<file path="config.mk">
export PLATFORM = sky130hd
export DESIGN_NAME = ascon_perm_arbiter
export DESIGN_NICKNAME = d
export VERILOG_FILES = /design/src/rtl/ascon_perm_arbiter.sv
export SDC_FILE = /design/constraint.sdc
export NUM_CORES = 1
export LEC_CHECK = 0
export CORE_AREA = 2 2 53 55
export CTS_BUF_LIST = sky130_fd_sc_hd__clkbuf_16
export DETAILED_ROUTE_END_ITERATION = 7
export DIE_AREA = 0 0 55 57
export PLACE_DENSITY = 0.8
export RECOVER_POWER = 50
export SYNTH_ARGS = -nofsm -noshare
export SYNTH_HDL_FRONTEND = slang
export SYNTH_SLANG_ARGS = --single-unit
</file>
<file path="constraint.sdc">
create_clock -name clk -period 1.6 [get_ports clk]
set_input_delay 0.32 -clock clk [delete_from_list [all_inputs] [get_ports clk]]
set_output_delay 0.32 -clock clk [all_outputs]
set_load 0.02 [all_outputs]
</file>
<file path="src/rtl/ascon_perm_arbiter.sv">
// Round-robin arbiter/sequencer sharing one Ascon permutation core among four
// requesters: drives the state-mux select, issues start/rounds, returns ack.
module ascon_perm_arbiter #(
  parameter int unsigned TIMEOUT = 32,
  parameter int unsigned TW      = 6
) (
  input  logic       clk,
  input  logic       rst,
  input  logic [3:0] req,
  input  logic [3:0] rnd12,
  input  logic       perm_done,
  output logic [1:0] sel,
  output logic [3:0] gnt,
  output logic       perm_start,
  output logic [3:0] perm_rounds,
  output logic [3:0] ack,
  output logic       err,
  output logic       busy
);

  localparam logic [1:0] S_IDLE  = 2'd0;
  localparam logic [1:0] S_START = 2'd1;
  localparam logic [1:0] S_WAIT  = 2'd2;
  localparam logic [1:0] S_ACK   = 2'd3;

  logic [1:0]    state_q, state_d;
  logic [1:0]    sel_q, sel_d;
  logic [3:0]    gnt_q, gnt_d;
  logic          perm_start_q, perm_start_d;
  logic [3:0]    perm_rounds_q, perm_rounds_d;
  logic [3:0]    ack_q, ack_d;
  logic          err_q, err_d;
  logic          busy_q, busy_d;
  logic [1:0]    last_q, last_d;
  logic [TW-1:0] wd_q, wd_d;

  logic          pick_found;
  logic [1:0]    pick_idx;
  logic [1:0]    cand;
  logic          wd_expire;

  // Round-robin scan starting just after the last served requester
  always_comb begin
    pick_found = 1'b0;
    pick_idx   = 2'(last_q + 2'd1);
    cand       = 2'd0;
    for (int i = 0; i < 4; i++) begin
      cand = 2'(last_q + 2'(i + 1));
      if (!pick_found && req[cand]) begin
        pick_found = 1'b1;
        pick_idx   = cand;
      end
    end
  end

  assign wd_expire = (TIMEOUT != 0) && (wd_q == TW'(TIMEOUT - 1));

  always_comb begin
    state_d       = state_q;
    sel_d         = sel_q;
    gnt_d         = gnt_q;
    perm_start_d  = 1'b0;
    perm_rounds_d = 4'd0;
    ack_d         = 4'd0;
    err_d         = 1'b0;
    last_d        = last_q;
    wd_d          = wd_q;
    case (state_q)
      S_IDLE: begin
        if (pick_found) begin
          state_d       = S_START;
          sel_d         = pick_idx;
          gnt_d         = 4'b0001 << pick_idx;
          perm_start_d  = 1'b1;
          perm_rounds_d = rnd12[pick_idx] ? 4'd12 : 4'd8;
        end
      end
      S_START: begin
        wd_d    = '0;
        state_d = S_WAIT;
      end
      S_WAIT: begin
        // Completion takes precedence over a same-cycle watchdog expiry
        if (perm_done) begin
          state_d = S_ACK;
          ack_d   = gnt_q;
        end else if (wd_expire) begin
          state_d = S_ACK;
          ack_d   = gnt_q;
          err_d   = 1'b1;
        end else begin
          wd_d = wd_q + TW'(1);
        end
      end
      S_ACK: begin
        last_d  = sel_q;
        gnt_d   = 4'd0;
        state_d = S_IDLE;
      end
      default: state_d = S_IDLE;
    endcase
    busy_d = (state_d != S_IDLE);
  end

  always_ff @(posedge clk) begin
    if (rst) begin
      state_q       <= S_IDLE;
      sel_q         <= 2'd0;
      gnt_q         <= 4'd0;
      perm_start_q  <= 1'b0;
      perm_rounds_q <= 4'd0;
      ack_q         <= 4'd0;
      err_q         <= 1'b0;
      busy_q        <= 1'b0;
      last_q        <= 2'd3;
      wd_q          <= '0;
    end else begin
      state_q       <= state_d;
      sel_q         <= sel_d;
      gnt_q         <= gnt_d;
      perm_start_q  <= perm_start_d;
      perm_rounds_q <= perm_rounds_d;
      ack_q         <= ack_d;
      err_q         <= err_d;
      busy_q        <= busy_d;
      last_q        <= last_d;
      wd_q          <= wd_d;
    end
  end

  assign sel         = sel_q;
  assign gnt         = gnt_q;
  assign perm_start  = perm_start_q;
  assign perm_rounds = perm_rounds_q;
  assign ack         = ack_q;
  assign err         = err_q;
  assign busy        = busy_q;

endmodule

</file>
* Word level (Yosys, flattened, before mapping) *
Index checks and enable logic that the tools add are counted.
Widths: inputs -> output; s select.

storage, ports and cells
  flip-flop bits (word level) = 27
  bits of input ports = 11
  output and inout bits = 17
  logic and storage cells = 78

cells by class
  $add $sub $neg = 4
  order comparisons = 5
  eq/ne operators = 7
  shift-type cells = 1
  mux-type cells = 31
  bitwise operators = 3
  reductions and logical operators = 17

operators by type and width
  cell                 number
  $lt 2x3->1 const B   5
  $mux 2               6
  $mux 4               3
  $mux 6               2
  $pmux 6 s2           1
  $mux 1               11
  $bmux 1 s2           5
  $pmux 2 s4           1
  $pmux 4 s2           1
  $add 6x1->6 const B  1
  $eq 6x5->1 const B   1
  $ne 2x2->1 const B   3
  $reduce_bool 2->1    3
  $reduce_or 3->1      2
  $add 2x2->2 const B  2
  $eq 2x2->1 const B   2
  $reduce_and 2->1     2
  $reduce_or 2->1      2
  $shl 1x2->4 const A  1
  $logic_and 1x1->1    3
  $logic_not 1->1      3
  $mux 3               1
  $not 1->1            3
  $reduce_and 3->1     1
  3 further kinds      3

* Longest topological paths before layout *
  depth in word-level cells = 16
  gate-level depth with buffers = 6
  mapped depth without buffers = 6

* Worst setup path before layout *
Ideal clock, no wire load.

  kind = register to register
  from = register last_q[0]
  to = register perm_rounds_q[2] (netlist: perm_rounds[2])
  setup time = 0.067 ns
  data arrival time = 1.385 ns
  data required time = 1.533 ns
  path slack = 0.148 ns
  stages on the path, launching flop included = 6
  buffers on the path = 0
  clock period less this slack = 1.452 ns
  cell sequence = dfxtp_1 -> or2b_1 -> a21boi_1 -> or4b_1 -> a211o_1 -> o21ai_2

between the ends
  cells in the longest elaborated chain, start to end = 16
  elaborated cells between the ends (all ways) = 29
  those cells by class = add/sub: 3; mux: 18; bitwise: 1; reduce/logical: 7

ends and longest elaborated chain
  item                          line    source
  start, declared               34      logic [1:0] last_q, last_d;
  start signal, assigned        126     last_q <= last_d;
  $add 2x1->2                   45, 48
  $bmux 1 s2                    49      if (!pick_found && req[cand]) begin
  $mux 1 (implied by the code)  49
  $mux 1                        49
  $logic_not 1->1               49
  $logic_and 1x1->1             49
  $mux 1                        49
  $logic_not 1->1               49
  $logic_and 1x1->1             49
  $mux 1                        49
  $logic_not 1->1               49
  $logic_and 1x1->1             49
  $mux 2                        49
  $bmux 1 s2                    75      perm_rounds_d = rnd12[pick_idx] ? 4'd12 : 4'd8;
  $mux 1 (implied by the code)  75
  $mux 3                        75
  end signal, assigned          122     perm_rounds_q <= perm_rounds_d;
  end, declared                 30      logic [3:0] perm_rounds_q, perm_rounds_d;

Parallel ways exist; a longest one is shown, timed or not. The select of a mux whose other input is x is not followed.
A chain may end at the register's enable or synchronous reset.

* Worst setup path in the final report *
  from = register sel_q[1] (netlist: sel[1])
  to = output port sel[1]

RTL lines
  item                    line  source
  start, declared         27    logic [1:0] sel_q, sel_d;
  start signal, assigned  119   sel_q <= sel_d;
  end, declared           12    output logic [1:0] sel,

No word-level cell between the ends.

==> flow_summary.json <==
{
  "synthArstFlopShare_pct": 0,
  "grt_pass1_vias": 1110,
  "dpl_cell_area_mm2": 0.00163,
  "hold_buffers": 0,
  "synth_area_mm2": 0.00120,
  "critPathKind": "reg2out",
  "coreArea_mm2": 0.00262,
  "cts.sinks": 25,
  "maxCapViolCount": 0,
  "vias": 1176,
  "ir_worst_vdd_mv": 0.795,
  "synth.distinct_cells": 49,
  "final_common_cell": "dfxtp_1",
  "synth-edff-count": 0,
  "cp_max_fo": 3,
  "worstPathArrival_ps": 1240,
  "area_growth_pct": 43.5,
  "design_area_mm2": 0.00172,
  "cp-end-kind": "output pin",
  "post-route-period-util_pct": 97.7,
  "fin_crit_ps": 1560,
  "finalSetupViolations": 0,
  "cts_root_buf": "clkbuf_16",
  "final_cell_mix": "24 x dfxtp_1, 20 x buf_4, 19 x clkdlybuf4s50_1, 11 x nand2_1, 10 x nand3_1",
  "cpMaxStageDelayCell": "clkdlybuf4s50_1",
  "path_clk_slew_ps": 60,
  "antenna_found_initial": 0,
  "finalNetCount": 196,
  "crit_family": "buffers and inverters",
  "gp_congestion": 0.803,
  "max_stage_delay_ps": 620,
  "hpwlAfterDp_um": 2260,
  "initialDrtViolationCount": 12,
  "ant_nets": 0,
  "firstDrtPassIters": 4,
  "cts_tree": "done",
  "antenna_cells": 0,
  "crit_start": "sel[1]",
  "row_count": 19,
  "die_w_um": 55,
  "io_buffer_count": 25,
  "cts_setup_buffers": 0,
  "pin_count": 28,
  "r2r-start": "last_q[1]",
  "fmax_mhz": 639,
  "path_buf_inv": 1,
  "grt_pass1_wl_um": 4730,
  "synth-seq-cells": 25,
  "cp.required_ps": 1280,
  "min_from": "gnt[2]",
  "synth.avg_cell_area_um2": 8.80,
  "synthCells": 136,
  "totalWireLength_um": 2830,
  "drive_above_1_share_pct": 24.6,
  "min_path_type": "reg2reg",
  "finalMaxSlewViolations": 0,
  "total_power_uw": 1730,
  "yosys_warnings": 0,
  "crit_chain": "clkdlybuf4s50_1",
  "grt_max_degree": 16,
  "grt_overflow_total": 0,
  "clk_latency_ps": 260,
  "cts_buffers": 3,
  "post-route-util_pct": 65.7,
  "htreeDepth": 1,
  "die_area_mm2": 0.00314,
  "synth-seq-area-share_pct": 41.8,
  "outcome": "finished, final reports clean",
  "dominantRegCellSynth": "dfxtp_1",
  "wire_per_inst_um": 13.2,
  "die_y_um": 57,
  "setup_tns_ps": 0,
  "fin_worst_skew_ps": 2.27,
  "hold_viol": 0,
  "leakage_uw": 0.000694,
  "drc": 0,
  "startpoint_type": "register",
  "power.density_mw_per_mm2": 1010,
  "start_util_pct": 45.8,
  "vias_per_cell": 5.50,
  "track_usage_pct": 20.4,
  "clk_path_buf_depth": 2
}
## stage by stage
stage               setup slack (ps)  cells  hold slack, ps
floorplan                        148    137             397
global route                   -10.4    214             496
finish                          36.1    214             466
detailed placement              -480    210             464
global placement                -402    210             458
CTS                             22.4    214             474
## state kept, by name, indices dropped and copies added (netlist names)
signal and count:
wd_q 6, perm_start 1, sel 2, perm_rounds 2
err 1, gnt 4, busy 1, ack 4
state_q 2, last_q 2
## cell type report
type	count	area [µm²]
inverter	7	26.3
clock buffer	3	75.1
timing repair buffer	48	404
multi-input combinational	99	664
clock inverter	1	7.51
sequential	25	502
fill	224	897
tap	31	38.8
## path summary, 6_finish.rpt
check	slack (ps)	to	cells past startpoint
worst min-delay path	470	gnt[2]	2
worst min register to register	470	gnt[2]	2
worst max register to register	90	perm_rounds[2]	5
worst max-delay path	40	sel[1]	1
## timing repair
| item | in CTS | in global routing |
|---|---|---|
| gates resized for setup | 6 | 7 |
| pin swaps | 0 | 1 |
| endpoints found under the setup margin | 10 | 9 |
## power by group
group	switching (µW)	total [µW]	leakage, µW	internal, µW
clock	227	566	0.0000371	340
sequential	36.1	711	0.000205	675
combinational	238	458	0.000452	219
## synth_stat cells, types with 4 or more instances
cell | number | share of area (%)
inv_1 | 6 | 1.9
nand2_1 | 11 | 3.4
nor2_1 | 7 | 2.2
a21oi_1 | 7 | 2.9
nand3_1 | 10 | 4.2
o21ai_0 | 4 | 1.7
and2_1 | 5 | 2.6
nor3_1 | 4 | 1.7
dfxtp_1 | 25 | 42
## layer usage
| layer | share of wire, % | wire (µm) | vias to the layer above | track usage, % |
|---|---|---|---|---|
| met5 | 0 | 0 | - | 0 |
| met3 | 4.5 | 127 | 3 | 3.93 |
| met2 | 52 | 1460 | 29 | 36.6 |
| met1 | 43 | 1210 | 560 | 23.7 |
| li1 | - | - | 584 | - |
| met4 | 1.2 | 34 | 0 | 6.27 |
## cells by family (layout without fill, tap and decap cells)
logic type | Yosys count | in the layout | synth area share (%)
DFF | 25 | 25 | 41.8
other | 1 | 2 | 0.313
buffers and inverters | 13 | 59 | 4.70
and+or+nand+nor | 62 | 62 | 29.4
muxes | 3 | 3 | 2.61
xor gates and xnor gates | 1 | 1 | 0.732
adders and majority gates | 1 | 1 | 1.04
AOI/OAI and AO/OA | 30 | 30 | 19.4
No activity file was read; power rests on OpenSTA's default activity.
